===== src/rtl/iq_stage_fifo.sv =====
// Complex I/Q sample FIFO between DSP stages: pulse-driven write side, show-ahead pull read side.
// The write side has no backpressure; a push against a full FIFO is dropped and flagged sticky.
module iq_stage_fifo #(
   parameter int unsigned DATA_WIDTH = 32,
   parameter int unsigned DEPTH      = 16
) (
   input  logic                          clock,
   input  logic                          reset,
   input  logic                          flush,
   input  logic                          wr_en,
   input  logic [DATA_WIDTH-1:0]         Iin,
   input  logic [DATA_WIDTH-1:0]         Qin,
   input  logic                          rd_en,
   output logic [DATA_WIDTH-1:0]         Iout,
   output logic [DATA_WIDTH-1:0]         Qout,
   output logic                          data_avail,
   output logic                          full,
   output logic [$clog2(DEPTH):0]        count,
   output logic                          overflow
);

   localparam int unsigned ADDR_WIDTH  = $clog2(DEPTH);
   localparam int unsigned COUNT_WIDTH = ADDR_WIDTH + 1;

   logic [DATA_WIDTH-1:0]  mem_i [DEPTH];
   logic [DATA_WIDTH-1:0]  mem_q [DEPTH];
   logic [ADDR_WIDTH-1:0]  wr_ptr;
   logic [ADDR_WIDTH-1:0]  rd_ptr;
   logic [COUNT_WIDTH-1:0] count_q;
   logic                   overflow_q;

   logic                   pop;
   logic                   push;
   logic                   drop;

   // Status is derived only from registered occupancy; no enable reaches an output.
   assign data_avail = (count_q != '0);
   assign full       = (count_q == COUNT_WIDTH'(DEPTH));
   assign count      = count_q;
   assign overflow   = overflow_q;

   // Head is gated while empty so stale storage never appears on the outputs.
   assign Iout = data_avail ? mem_i[rd_ptr] : '0;
   assign Qout = data_avail ? mem_q[rd_ptr] : '0;

   // Flush overrides both sides; a pop frees the slot a full-time push reuses.
   always_comb begin
      pop  = 1'b0;
      push = 1'b0;
      drop = 1'b0;
      if (!flush) begin
         pop  = rd_en && data_avail;
         push = wr_en && (!full || pop);
         drop = wr_en && full && !pop;
      end
   end

   // Storage is intentionally left out of reset.
   always_ff @(posedge clock) begin
      if (push) begin
         mem_i[wr_ptr] <= Iin;
         mem_q[wr_ptr] <= Qin;
      end
   end

   always_ff @(posedge clock or posedge reset) begin
      if (reset) begin
         wr_ptr     <= '0;
         rd_ptr     <= '0;
         count_q    <= '0;
         overflow_q <= 1'b0;
      end else if (flush) begin
         wr_ptr  <= '0;
         rd_ptr  <= '0;
         count_q <= '0;
      end else begin
         if (push) wr_ptr <= ADDR_WIDTH'(wr_ptr + 1'b1);
         if (pop)  rd_ptr <= ADDR_WIDTH'(rd_ptr + 1'b1);
         case ({push, pop})
            2'b10:   count_q <= COUNT_WIDTH'(count_q + 1'b1);
            2'b01:   count_q <= COUNT_WIDTH'(count_q - 1'b1);
            default: count_q <= count_q;
         endcase
         if (drop) overflow_q <= 1'b1;
      end
   end

endmodule


===== config.mk =====
export PLATFORM = sky130hd
export DESIGN_NAME = iq_stage_fifo
export DESIGN_NICKNAME = d
export VERILOG_FILES = /design/src/rtl/iq_stage_fifo.sv
export SDC_FILE = /design/constraint.sdc
export NUM_CORES = 1
export LEC_CHECK = 0
export CAP_MARGIN = 20
export CORE_ASPECT_RATIO = 2
export CORE_UTILIZATION = 55
export DETAILED_ROUTE_END_ITERATION = 10
export GPL_TIMING_DRIVEN = 0
export PLACE_DENSITY = 0.7
export SKIP_LAST_GASP = 1
export SLEW_MARGIN = 15
export SYNTH_ARGS = -nofsm -noshare
export SYNTH_HDL_FRONTEND = slang
export SYNTH_SLANG_ARGS = --single-unit

===== constraint.sdc =====
create_clock -name clock -period 7.96 [get_ports clock]
set_input_delay 1.99 -clock clock [delete_from_list [all_inputs] [get_ports clock]]
set_output_delay 1.99 -clock clock [all_outputs]
set_load 0.05 [all_outputs]

# [Word-level counts from Yosys, hierarchy flattened]
# Memory sizes are Yosys's and may differ from the RTL's.
# Index checks and enable logic that the tools add are counted.
[classes] add_sub_neg=4 mul=0 n_div=0 n_lt_le_gt_ge=0 eq_ne=3 shifts=0 muxes=13 bitwise_logic=1 n_reduce_logical=12
[op_table] operator="32-bit two-way mux" n=2
[op_table] operator="4-bit two-way mux" n=4
[op_table] operator="5-bit case mux with 2 select lines" n=1
[op_table] operator="4-bit by 1-bit adder with 4-bit output, second input constant" n=2
[op_table] operator="5-bit by 1-bit adder with 5-bit output, second input constant" n=1
[op_table] operator="5-bit equality test, second input constant" n=1
[op_table] operator="1-bit two-way mux" n=5
[op_table] operator="5-bit two-way mux" n=1
[op_table] operator="5-bit nonzero test" n=1
[op_table] operator="5-bit by 1-bit subtractor with 5-bit output, second input constant" n=1
[op_table] operator="1-bit logical AND" n=4
[op_table] operator="2-bit nonzero test" n=2
[op_table] operator="3-bit nonzero test" n=1
[op_table] operator="2-bit by 1-bit equality test with 1-bit output, second input constant" n=1
[op_table] operator="2-bit equality test, second input constant" n=1
[op_table] operator="1-bit zero test" n=2
[op_table] operator="2-bit AND reduction" n=1
[op_table] operator="1-bit logical OR" n=1
[op_table] operator="1-bit NOT" n=1
[word_totals] ff_bits=14 latch_bits=0 ramBits=1024 romBits=0 input_bits=69 output_inout_bits=72 elab_cells=39 mem_count=2
[memory_table] name="mem_i" words=16 width=32 read_ports=1 rd_ports_with_merged_regs=0 write_ports=1 line_no="25" source="logic [DATA_WIDTH-1:0] mem_i [DEPTH];"
[memory_table] name="mem_q" words=16 width=32 read_ports=1 rd_ports_with_merged_regs=0 write_ports=1 line_no="26" source="logic [DATA_WIDTH-1:0] mem_q [DEPTH];"

# [Logic depth before layout (Yosys ltp)]
# Gate-level depths: netlist (run 1).
[logic_depth] depth_word=8 ltp_mapped=10 depth_no_buf=9

# [Worst setup path before layout (run 1)]
# No wires, ideal clock.
[synth_path] kind="in2reg" start="input port wr_en" end="memory mem_i[3][0] (enable)" setup_time_ns=0.565 arrival_time_ns=7.041 t_required_ns=7.395 setup_slack_ns=0.354 path_stages=5 n_path_buf=1 path_cell_list="clkbuf_1 -> nand2b_1 -> nor2b_1 -> nand2_1 -> nor3_1"
[synth_between] elab_chain_len=4
[synth_rtl] item="start, declared" line_no="10" source="input logic wr_en,"
[synth_rtl] item="1-bit logical AND" line_no="53" source="push = wr_en && (!full || pop);"
[synth_rtl] item="1-bit two-way mux" line_no="51" source="if (!flush) begin"
[synth_rtl] item="1-bit two-way mux" line_no="60" source="if (push) begin"
[synth_rtl] item="1-bit two-way mux (implied by the code)" line_no="61" source="mem_i[wr_ptr] <= Iin;"
[synth_rtl] item="end, declared" line_no="25"
# Every way passes these cells.

# [Worst setup path in the final report (run 1)]
[layout_path] start="register count_q[2] (netlist: count[2])" end="output port Qout[0]"
[layout_between] elab_chain_len=2
[layout_rtl] item="start, declared" line_no="29" source="logic [COUNT_WIDTH-1:0] count_q;"
[layout_rtl] item="start signal, assigned" line_no="80" source="2'b10: count_q <= COUNT_WIDTH'(count_q + 1'b1);"
[layout_rtl] item="start signal, assigned" line_no="81" source="2'b01: count_q <= COUNT_WIDTH'(count_q - 1'b1);"
[layout_rtl] item="start signal, assigned" line_no="82" source="default: count_q <= count_q;"
[layout_rtl] item="5-bit nonzero test" line_no="37" source="assign data_avail = (count_q != '0);"
[layout_rtl] item="32-bit two-way mux" line_no="44" source="assign Qout = data_avail ? mem_q[rd_ptr] : '0;"
[layout_rtl] item="end, declared" line_no="15" source="output logic [DATA_WIDTH-1:0] Qout,"
# Every way passes these cells.

==> flow_metrics.env, run 1 <==
export IMPL_status="completed"
export IMPL_portBuffers=138
export IMPL_avgViaCountPerCell=6.31
export IMPL_rsz0062_at_grt="no"
export IMPL_layout_common_cells="edfxtp_1 (1024), mux4_2 (256), clkdlybuf4s50_1 (138)"
export IMPL_crit_chain="clkbuf_1 -> nor4_2 -> nand2b_1 -> clkbuf_1 -> nand2_1 -> buf_1 -> o22ai_1 -> clkdlybuf4s50_1"
export IMPL_wl_um=91200
export IMPL_drt_iter0_drc=1647
export IMPL_start_kind="flop"
export IMPL_area_growth_pct=17.3
export IMPL_whs_ns=0.514
export IMPL_p_leak_nw=14.1
export IMPL_ios=141
export IMPL_final_cells=2977
export IMPL_antenna_found_initial=7
export IMPL_cpLargestDelayFamily="buffers and inverters"
export IMPL_grt_start_max_net_pins=21
export IMPL_netlist_top_cells_area="edfxtp_1 (78%), mux4_2 (15%), mux2i_1 (3.3%)"
export IMPL_syn_inst=1685
export IMPL_yosys_area_top_type="edfxtp_1"
export IMPL_async_flop_share_pct=1.35
export IMPL_max_slew_margin_pct=30.1
export IMPL_fin_crit_ns=6.38
export IMPL_path_common_cell="clkbuf_1"
export IMPL_grt_usage_pct=25.9
export IMPL_setup_viol=0
export IMPL_die_y_um=382
export IMPL_syn_avg_cell_area_um2=23.5
export IMPL_maxUsedRoutingLayer="met5"
export IMPL_regArea_mm2=0.0311
export IMPL_required_ns=5.97
export IMPL_postLayoutCellArea_mm2=0.0465
export IMPL_worst_pin_slew_ns=1.05
export IMPL_fin_tns_setup_ns=0
export IMPL_grt_overflow_total=0
export IMPL_cpMaxStageDelayCell="clkdlybuf4s50_1"
export IMPL_root_buffer="clkbuf_16"
export IMPL_yosysWarnings=0
export IMPL_end_kind="output pin"
export IMPL_power_mw=14.3
export IMPL_htreeDepth=3
export IMPL_ir_worst_vdd_uv=336
export IMPL_crit_cells=8
export IMPL_synth_ff_type="edfxtp_1"
export IMPL_final_common_cell="edfxtp_1"
export IMPL_drv_slew=0
export IMPL_fp_dieW_um=192
export IMPL_die_area_mm2=0.0732
export IMPL_clkPwrFrac_pct=30.5
export IMPL_synth_edf_count=1024
export IMPL_place_congestion=0.764
export IMPL_p_comb_share_pct=26.8
export IMPL_hold_viol_final=0
export IMPL_powerDensity_mw_per_mm2=308
export IMPL_clock_sinks=1038
export IMPL_first_pass_iters=6
export IMPL_utilization_pct=65.5
export IMPL_critPathMaxStageDelay_ns=0.89
export IMPL_r2r_cells=11
export IMPL_worstHoldPathType="reg -> reg"
export IMPL_synth_top_cell_area_share_pct=77.6
export IMPL_layout_setup_ws_ns=1.58
export IMPL_dp_hpwl_um=60900
export IMPL_wl_met1_um=32000
export IMPL_cts_tree="done"
export IMPL_drive_gt1_share_pct=25.3
export IMPL_grt_pass1_wl_um=133000
export IMPL_clk_latency_ns=0.66
export IMPL_placed_cells=2812
export IMPL_critical_path_class="reg -> out"
export IMPL_numCtsBuffers=87
export IMPL_hold_path_depth=1
export IMPL_cp_num_buf_inv=4
export IMPL_wl_met3_um=5430
export IMPL_dp_worst_setup_slack_ns=2.24
export IMPL_wl_per_cell_um=30.6
export IMPL_core_mm2=0.0710
export IMPL_clk_pin_slew_worst_paths_ns=0.07
export IMPL_multi_input_area_mm2=0.00820
export IMPL_cts_setup_buffers=0
export IMPL_switchingPower_mw=4.31
export IMPL_period_share_pct=80.1
export IMPL_wl_met2_um=51100
export IMPL_nNetsFinal=2068
export IMPL_antenna_left=0
export IMPL_cap_violations=0
export IMPL_ctsHoldBuffers=0
export IMPL_sequentialPowerShare_pct=42.7
export IMPL_internal_power_mw=9.99
export IMPL_num_vias=18800
export IMPL_fillers=4539
export IMPL_swShare_pct=30.2
export IMPL_ys_types=41
export IMPL_synth_net_count=1761
export IMPL_start_util_pct=55.8
export IMPL_synth_seq_area_share_pct=78.5
export IMPL_finClkSkew_ns=0.0176
export IMPL_worstPathMaxFanout=10
export IMPL_drc_errors=0
export IMPL_netlist_area_mm2=0.0396
export IMPL_ys_ff_latch=1038
export IMPL_rows=138
export IMPL_cts_resized=0
export IMPL_fmax_mhz=157
export IMPL_arrival_ns=4.39
export IMPL_clk_path_buf_depth=3
export IMPL_grt_pass1_vias=19900
export IMPL_placed_area_mm2=0.0436
==> sequential cells by signal (all words and copies together), names as in the netlist <==
register	count
overflow	1
mem_q	512
wr_ptr	4
rd_ptr	4
count	5
mem_i	512
==> cells in the mapped netlist (3+ instances only) <==
cell type and count:
a21oi_1 4, buf_1 25, buf_2 32, clkbuf_1 35, dfrtp_1 14, edfxtp_1 1024
ha_1 7, inv_1 4, mux2i_1 129, mux4_2 256, nand2_1 16, nand2b_1 6
nand3_1 7, nor2_1 20, nor3_1 5, o22ai_1 64, xnor2_1 3, xor2_1 5
==> kinds of logic after synthesis <==
family / Yosys count / share of synthesized area, %
adder cells (fa/ha/maj): 7 / 0.221
XOR/XNOR: 8 / 0.177
AO/OA/AOI/OAI: 79 / 1.32
buffers and inverters: 99 / 1.08
multiplexers: 386 / 17.8
flip-flops: 1038 / 78.5
AND/OR/NAND/NOR: 68 / 0.862
==> power groups by stage <==
stage | Combinational, mW | Clock [mW] | Sequential [mW]
after detailed placement | 3.87 | 0 | 6.23
after global placement | 3.81 | 0 | 6.24
final | 3.83 | 4.36 | 6.11
after floorplan | 2.54 | 0 | 6.27
after global routing | 4.02 | 4.60 | 6.11
after CTS | 3.88 | 4.41 | 6.11
==> worst paths after layout <==
check	startpoint	endpoint	slack, ns
setup reg to reg	count[2]	mem_i[2][29]	4.23
setup / recovery	count[2]	Qout[0]	1.58
min in group asynchronous	reset	count[1]	1.75
hold reg to reg	overflow	overflow	0.51
max in group asynchronous	reset	rd_ptr[2]	5.78
hold / removal	overflow	overflow	0.51
==> area by class of cell <==
class / count / share of cell area (%)
Antenna cell: 3 / 0.0162
Buffer: 95 / 0.886
Clock buffer: 101 / 4.89
Clock inverter: 60 / 1.33
Inverter: 4 / 0.0323
Multi-Input combinational cell: 548 / 17.6
Sequential cell: 1038 / 66.9
Tap cell: 910 / 2.45
Timing Repair Buffer: 218 / 5.85
==> routing by layer <==
metal | up-vias | GRT usage, %
met5 | - | 0
met4 | 12 | 8.79
met3 | 164 | 4.39
met2 | 742 | 47.0
met1 | 10100 | 30.7
li1 | 7804 | -
Power figures use the tool's default switching activity.
==> inputs of run 2 (changes only) <==
- PLACE_DENSITY: 0.7 -> 0.73
- clock period: 7.96 -> 5.4 ns (I/O delays scaled with it)
==> flow_metrics.env, run 2 (synthesis gave the netlist of run 1 again) <==
export IMPL_setup_viol=0
export IMPL_drt_iter0_drc=1677
export IMPL_final_common_cell="edfxtp_1"
export IMPL_ir_worst_vdd_uv=427
export IMPL_fillers=4492
export IMPL_start_kind="flop"
export IMPL_multi_input_area_mm2=0.00821
export IMPL_layout_setup_ws_ns=0.0955
export IMPL_fin_crit_ns=5.30
export IMPL_grt_start_max_net_pins=20
export IMPL_die_y_um=382
export IMPL_powerDensity_mw_per_mm2=446
export IMPL_status="completed"
export IMPL_layout_common_cells="edfxtp_1 (1024), mux4_2 (256), mux2i_1 (129)"
export IMPL_period_share_pct=98.2
export IMPL_clk_path_buf_depth=3
export IMPL_diodes=0
export IMPL_drc_errors=0
export IMPL_fmax_mhz=189
export IMPL_grt_pass1_wl_um=133000
export IMPL_htreeDepth=3
export IMPL_worstPathMaxFanout=10
export IMPL_worstHoldPathType="reg -> reg"
export IMPL_fin_tns_setup_ns=0
export IMPL_portBuffers=138
export IMPL_r2r_cells=9
export IMPL_p_leak_nw=14.3
export IMPL_clk_latency_ns=0.66
export IMPL_end_kind="output pin"
export IMPL_required_ns=4.05
export IMPL_die_area_mm2=0.0732
export IMPL_rrSetupSlack_ns=1.98
export IMPL_critical_path_class="reg -> out"
export IMPL_clock_sinks=1038
export IMPL_hold_viol_final=0
export IMPL_numCtsBuffers=85
export IMPL_max_slew_margin_pct=27.2
export IMPL_drive_gt1_share_pct=26.6
export IMPL_cap_violations=0
export IMPL_fp_dieW_um=192
export IMPL_num_vias=18900
export IMPL_antenna_found_initial=8
export IMPL_regArea_mm2=0.0311
export IMPL_avgViaCountPerCell=6.37
export IMPL_place_congestion=0.760
export IMPL_area_growth_pct=17.1
export IMPL_cts_tree="done"
export IMPL_dp_hpwl_um=60900
export IMPL_rows=138
export IMPL_wl_per_cell_um=30.9
export IMPL_grt_usage_pct=26.1
export IMPL_regToRegStartpoint="count[2]"
export IMPL_arrival_ns=3.95
export IMPL_start_util_pct=55.8
export IMPL_ios=141
export IMPL_wl_um=91500
export IMPL_worstHoldStart="overflow"
export IMPL_first_pass_iters=5
export IMPL_dp_worst_setup_slack_ns=0.183
export IMPL_hold_end="overflow"
export IMPL_drv_slew=0
export IMPL_nNetsFinal=2061
export IMPL_core_mm2=0.0710
export IMPL_grt_overflow_total=0
export IMPL_rsz0062_at_grt="no"
export IMPL_clk_pin_slew_worst_paths_ns=0.07
export IMPL_grt_pass1_vias=20000
export IMPL_hold_path_depth=1
export IMPL_root_buffer="clkbuf_16"
export IMPL_finClkSkew_ns=0.0236
export IMPL_r2r_end="mem_i[14][27]"
export IMPL_worst_pin_slew_ns=1.09
export IMPL_antenna_left=0
## run 2: cell count changes in the layout (fill, tap and decap cells not counted), sizes merged
cell and delta:
bufinv -6, inv -3, clkinvlp -3, dlymetal6s2s +13, clkinv +2, clkbuf +4, clkdlybuf4s50 -13, diode -3
buf -14, clkdlybuf4s15 +5
## run 2: worst max path at each step
stage / start / endpoint
finish: rd_ptr[0] / Iout[30]
global route: count[2] / Iout[26]
CTS: rd_ptr[3] / Qout[24]
detailed placement: rd_ptr[3] / Qout[24]
global placement: rd_en / mem_q[0][5]
floorplan: wr_en / mem_i[0][0]
## run 2: cell type report
cell class | count | area share [%]
inverters | 4 | 0.0324
clock inverters | 50 | 0.928
multi-input cells | 548 | 17.7
repair buffers | 213 | 5.93
well taps | 910 | 2.46
flip-flops and latches | 1038 | 67.1
clock buffers | 101 | 4.81
plain buffers | 95 | 1.08
## run 2: critical path: stages (launching register included)
cell and delay (ns):
dfrtp_1 0.37, clkbuf_1 0.36, buf_2 0.38, buf_2 0.45, mux4_2 0.56, mux2i_1 0.29, o22ai_1 0.15, clkdlybuf4s50_1 0.72
## run 2: layer usage
metal | track usage [%] | vias up | wire [um] | share of wire [%]
li1 | - | 7774 | - | -
met4 | 10.4 | 14 | 3050 | 3.3
met1 | 30.6 | 10100 | 31300 | 34
met3 | 4.38 | 193 | 6020 | 6.6
met5 | 0 | - | 83 | 0.091
met2 | 47.2 | 812 | 51000 | 56
## run 2: what timing repair did
| action | 4_1_cts | 5_1_grt |
|---|---|---|
| gates resized for setup | 43 | 22 |
| setup endpoints to repair | 64 | 33 |
| setup buffers | 0 | 0 |
| hold buffers | 0 | 0 |
## run 2: per-stage QoR
stage               utilization, %  instances  hold slack (ns)  area [um^2]  power [mW]
detailed placement            61.4       2808            0.508        43600        14.9
CTS                           65.3       2959            0.524        46300        20.8
finish                        65.3       2959            0.528        46400        20.7
global route                  65.3       2959            0.543        46400        21.3
floorplan                        -       1685            0.548        39600        13.0
global placement              59.4       2733            0.500        42100        14.8
## run 2: report_power, final
group          switching, mW  leakage [nW]  internal, mW  total (mW)
sequential            0.0439          9.41          8.96        9.00
clock                   2.75          1.30          3.25        6.00
combinational           3.51          3.59          2.17        5.69
total                   6.31          14.3          14.4        20.7
